### src/rtl/uart_rx.sv
// uart_rx: 8N1 UART receiver; define UART_RX_PARITY_EN to add an even-parity bit and parity_err
module uart_rx #(
    parameter int CLK_FREQ = 50000000,
    parameter int BAUD     = 115200
) (
    input  logic       uclk,
    input  logic       rst_n,
    input  logic       rxd,
    output logic [7:0] rx_data,
    output logic       rx_done,
    output logic       frame_err
`ifdef UART_RX_PARITY_EN
    ,
    output logic       parity_err
`endif
);
    localparam int BPS_CNT = CLK_FREQ / BAUD;
    localparam int CW = $clog2(BPS_CNT);
    localparam logic [CW-1:0] HALF = CW'(BPS_CNT / 2);
    localparam logic [CW-1:0] LAST = CW'(BPS_CNT - 1);

    typedef enum logic [2:0] {
        IDLE, START, DATA, STOP
`ifdef UART_RX_PARITY_EN
        , PARITY
`endif
    } state_t;

    state_t        r_state, w_next;
    logic [1:0]    r_sync;
    logic [CW-1:0] r_cnt;
    logic [3:0]    r_bidx;
    logic [7:0]    r_shift;
    logic          w_rxd_s, w_mid, w_wrap, w_done, w_ferr;
`ifdef UART_RX_PARITY_EN
    logic          r_par, w_perr, w_par_bad;
    assign w_par_bad = ^r_shift ^ r_par;
`endif

    assign w_rxd_s = r_sync[1];
    assign w_mid   = r_cnt == HALF;
    assign w_wrap  = r_cnt == LAST;

    // two-flop synchronizer; resets to the idle-high line level
    always_ff @(posedge uclk or negedge rst_n) begin
        if (!rst_n) r_sync <= 2'b11;
        else        r_sync <= {r_sync[0], rxd};
    end

    // state register
    always_ff @(posedge uclk or negedge rst_n) begin
        if (!rst_n) r_state <= IDLE;
        else        r_state <= w_next;
    end

    // next state and the stop-bit verdict, decided at the stop mid-bit sample
    always_comb begin
        w_next = r_state;
        w_done = 1'b0;
        w_ferr = 1'b0;
`ifdef UART_RX_PARITY_EN
        w_perr = 1'b0;
`endif
        case (r_state)
            IDLE:  w_next = w_rxd_s ? IDLE : START;
            START: w_next = (w_mid && w_rxd_s) ? IDLE : (w_wrap ? DATA : START);
`ifdef UART_RX_PARITY_EN
            DATA:   w_next = (w_wrap && r_bidx == 4'd8) ? PARITY : DATA;
            PARITY: w_next = w_wrap ? STOP : PARITY;
`else
            DATA:   w_next = (w_wrap && r_bidx == 4'd8) ? STOP : DATA;
`endif
            STOP: if (w_mid) begin
                w_next = IDLE;
                w_ferr = !w_rxd_s;
`ifdef UART_RX_PARITY_EN
                w_done = w_rxd_s && !w_par_bad;
                w_perr = w_rxd_s && w_par_bad;
`else
                w_done = w_rxd_s;
`endif
            end
            default: w_next = IDLE;
        endcase
    end

    // baud counter, bit index, shift register and registered outputs
    always_ff @(posedge uclk or negedge rst_n) begin
        if (!rst_n) begin
            r_cnt     <= '0;
            r_bidx    <= '0;
            r_shift   <= '0;
            rx_data   <= '0;
            rx_done   <= 1'b0;
            frame_err <= 1'b0;
`ifdef UART_RX_PARITY_EN
            r_par      <= 1'b0;
            parity_err <= 1'b0;
`endif
        end else begin
            r_cnt  <= (r_state == IDLE || w_wrap) ? '0 : r_cnt + CW'(1);
            r_bidx <= (r_state == IDLE) ? '0 : r_bidx + {3'b000, w_wrap};
            if (r_state == DATA && w_mid) r_shift[3'(r_bidx - 4'd1)] <= w_rxd_s;
`ifdef UART_RX_PARITY_EN
            if (r_state == PARITY && w_mid) r_par <= w_rxd_s;
            parity_err <= w_perr;
`endif
            if (w_done) rx_data <= r_shift;
            rx_done   <= w_done;
            frame_err <= w_ferr;
        end
    end
endmodule

### config.mk
export PLATFORM = sky130hd
export DESIGN_NAME = uart_rx
export DESIGN_NICKNAME = d
export VERILOG_FILES = /design/src/rtl/uart_rx.sv
export SDC_FILE = /design/constraint.sdc
export NUM_CORES = 1
export LEC_CHECK = 0
export CAP_MARGIN = 15
export CORE_MARGIN = 3
export CORE_UTILIZATION = 57
export DETAILED_ROUTE_END_ITERATION = 10
export PLACE_DENSITY = 0.84
export SYNTH_ARGS = -nofsm -noshare
export SYNTH_HDL_FRONTEND = slang
export SYNTH_SLANG_ARGS = --single-unit
### constraint.sdc
create_clock -name uclk -period 2.7 [get_ports uclk]
set_clock_uncertainty 0.2 [all_clocks]
set_input_delay 0.81 -clock uclk [delete_from_list [all_inputs] [get_ports uclk]]
set_output_delay 0.81 -clock uclk [all_outputs]
set_load 0.02 [all_outputs]
==> summary.md <==
| Metric | Value |
|---|---|
| Crit path depth | 1 |
| Post-Synth XOR/XNOR Area | 0.04223 |
| Crit-path max FO | 2 |
| Critical R2R Capture | r_bidx[1] |
| Internal power | ~0.75 mW |
| Worst EP required | 1690 ps |
| Detailed Place HPWL | 1874 um |
| DR vias | 995 |
| Floorplan die height | 59.95 um |
| Slowest cell on the critical path | clkdlybuf4s50_1 |
| Die area | 3594 um2 |
| Largest net degree at the start of global routing | 36 |
| Clock root cell | clkbuf_4 |
| Register share of total power | 0.569 |
| Switching Fraction | 0.1939 |
| Yosys reg bits | 35 |
| Filler cells | between 150 and 200 |
| R2r worst-path depth | 7 |
| Initial DRC count | 27 |
| Status | finished, final reports clean |
| Combinational share of power | 0.015 |
| RSZ-0062 raised after global routing | false |
| TritonCTS clock tree | yes |
| Min Tclk post-route | 2325 ps |
| GRT Total Usage | 0.1760 |
| Static power due to leakage | 0.8775 nW |
| Post-synthesis sequential area ratio | 0.5294 |
| DR vias/cell | roughly 5.6 |
| Layout Nets | 157 |
| CTS Buffer Depth | 2 |
| Hold Vio Cnt, Final | 0 |
| R2R Setup Slk | 650 ps |
| Clock Latency Late Sink | 340 ps |
| Largest family of logic cells by synthesized area | simple AND/OR/NAND/NOR gates |
| Wire per inst | 14.83 um |
| Setup Fix Bufs, Post-CTS | 0 |
| Hold_ws | 161.5 ps |
| Drt drc | 0 |
| Cells after Synth | 132 |
| Hold/Removal Path Class | flip-flop to flip-flop |
| Area grow syn2layout | 13.12% |
| Most used DFF post-synth | dfrtp_1 |
| PortBufs | 12 |
| Worst Max-Slew Pin Slew | 430.5 ps |
| Bufs and invs on worst path | 1 |
| Clk sinks | 35 |
| DRT Wirelength | roughly 2700 um |
| Setup crit end kind | output pin |
| Antenna-violating nets left | 0 |
| Initial antenna violation count | 0 |
| Drt first pass iters | 4 |
| Crit path cell chain | clkdlybuf4s50_1 |
| Cts bufs inserted | 5 |
| Distinct cells, synth | 34 |
| Final setup fails | 0 |
| Global-route wire length before repair | about 4700 um |
| Critical path endpoint | rx_data[3] |
| Complex-gate fraction of the synthesized area | 0.04148 |
| Crit Path Class | flip-flop to output pin |
| Largest stage delay, worst path | 610 ps |
| Final core utilization | 0.7184 |
| Pwr per Cell Area | 495.3 nW/um2 |
| Final Max Slew Viols | 0 |
| Adder and majority gate portion of the synthesized area | 0.04525 |
| Post-synthesis mux area share | 0.1267 |
| Die Span X | 59.95 um |
| Final setup TNS | 0 ps |
| Yosys top cell area share | 0.4977 |
| GR Overflow Total | 0 |
| Top delay family on crit path | buffers and inverters |
| Synth Net Count | between 100 and 150 |
| Yosys warns | 0 |
| Most common cell in the synthesized netlist | dfrtp_1 |
| Layout cell share with drive strength beyond 1 | 0.2282 |
| Core area | 2613 um2 |
| Starting Density | 0.6351 |
| Fmax | 430.0 MHz |
| Worst ir drop on vdd | 0.0004281 V |
| EDFF count, synth | 0 |
| Psw | 0.1802 mW |
| Max-cap violations | 0 |
| Final period util | 0.8613 |
| Data arrival time of the worst path | 1320 ps |
| Post-Synth Simple-Gate Area | 0.1855 |
| DP Worst Slack | 650.2 ps |
| I/O pin total | 13 |
| Post_cts resized | 0 |
| Worst slew margin | 0.7090 |
| Clock power frac | 0.416 |
| Top cells by count, synth | dfrtp_1 (33), nand2_1 (14), nor2_1 (11) |
| Worst setup startpoint | rx_data[3] |
| Mean post-synth cell area | 12.57 um2 |
| Startpoint Class | flip-flop |
| Clock-pin slew on the worst setup and hold paths | 100 ps |
| Worst setup margin | roughly 370 ps |
| Hold_buf cts | 0 |
| Reg2reg start | r_cnt[1] |
| H-tree Lvls | 2 |
| Post-synthesis cell area | 1659 um2 |
| Cell row count | 18 |
| Pwr Total | 0.9295 mW |
| Number of diodes | 0 |
| Vias in the first global route | 1,036 |
| Asr flop ratio synth | 1.000 |
| Gpl congestion | 0.8473 |
| Top post-synthesis cells by area | dfrtp_1 (50%), mux2_4 (7.2%), mux2_2 (5.4%) |
| Leading area contributor after synthesis | dfrtp_1 |
[kinds of logic (layout without fill, tap and decap cells)]
family                     Yosys count  count (layout)
buffers and inverters                8              25
adders and majority gates            6               6
AOI/OAI and AO/OA                   10              10
muxes                               16              16
DFF                                 35              35
xor gates and xnor gates             8               8
and+or+nand+nor                     49              49
[cell type report]
cell class              instances  area, um2  area share
flip-flops and latches         35      878.3      0.4680
multi-input cells              89      732.0      0.3900
repair buffers                 13      127.6     0.06800
clock buffers                   6      51.30     0.02733
well taps                      30      37.54     0.02000
clock inverters                 2      35.03     0.01867
inverters                       4      15.01    0.008000
[worst min-delay path by stage]
stage / from / cells after the start / to
2_1_floorplan: r_sync[0] / 0 / r_sync[1]
3_3_place_gp: r_sync[0] / 0 / r_sync[1]
3_5_place_dp: r_sync[0] / 0 / r_sync[1]
4_1_cts: r_sync[0] / 0 / r_sync[1]
5_1_grt: r_sync[0] / 0 / r_sync[1]
6_report: r_sync[0] / 0 / r_sync[1]
[power groups by stage]
stage / clock network (mW) / registers, mW / logic (mW)
after floorplan: 0 / 0.537 / 0.00211
after global placement: 0 / 0.539 / 0.0143
after detailed placement: 0 / 0.539 / 0.0145
after CTS: 0.399 / 0.529 / 0.0145
after global routing: 0.426 / 0.530 / 0.0160
final: 0.387 / 0.529 / 0.0136
[stage by stage]
step                instance area [um2]  instances
finish                             1877        179
global route                       1877        179
CTS                                1877        179
detailed placement                 1790        171
global placement                   1790        171
floorplan                          1659        132
[registers in the layout (all words and copies together) (netlist names)]
register   flops
r_cnt          9
frame_err      1
r_shift        8
rx_done        1
r_state        2
r_sync         2
rx_data        8
r_bidx         4
[metal layers]
layer  track usage  up-vias  wire length, um
met1        0.2039      485             1099
met5             0        -                0
li1              -      489                -
met2        0.3117       19             1419
met3       0.05832        2              110
met4       0.04114        0               25
[cells in the final DEF, fill, tap and decap left out]
| cell | instances |
|---|---|
| nor3_1 | 4 |
| dfstp_2 | 2 |
| a31oi_1 | 1 |
| a21oi_1 | 3 |
| mux2_4 | 8 |
| or3_1 | 2 |
| o2bb2ai_1 | 1 |
| and4_1 | 2 |
| nor2_4 | 1 |
| dfrtp_1 | 33 |
| nand4bb_1 | 1 |
| o21ai_0 | 2 |
| nand3_1 | 4 |
| mux2_2 | 8 |
| clkbuf_4 | 5 |
| clkdlybuf4s50_1 | 12 |
| o22ai_2 | 1 |
| bufinv_16 | 1 |
| clkbuf_8 | 1 |
| nor4b_1 | 2 |
| nand2_1 | 14 |
| nor2b_1 | 2 |
| nor4_1 | 1 |
| nor3b_2 | 1 |
| a211oi_1 | 1 |
| buf_4 | 1 |
| inv_1 | 4 |
| nor3_2 | 1 |
| xor2_1 | 3 |
| nor2_1 | 11 |
| ha_1 | 6 |
| a211o_1 | 1 |
| clkinv_2 | 1 |
| xnor2_1 | 5 |
| nand4bb_4 | 1 |
| nand4b_4 | 1 |
| and4_4 | 1 |
Power figures use the tool's default switching activity.
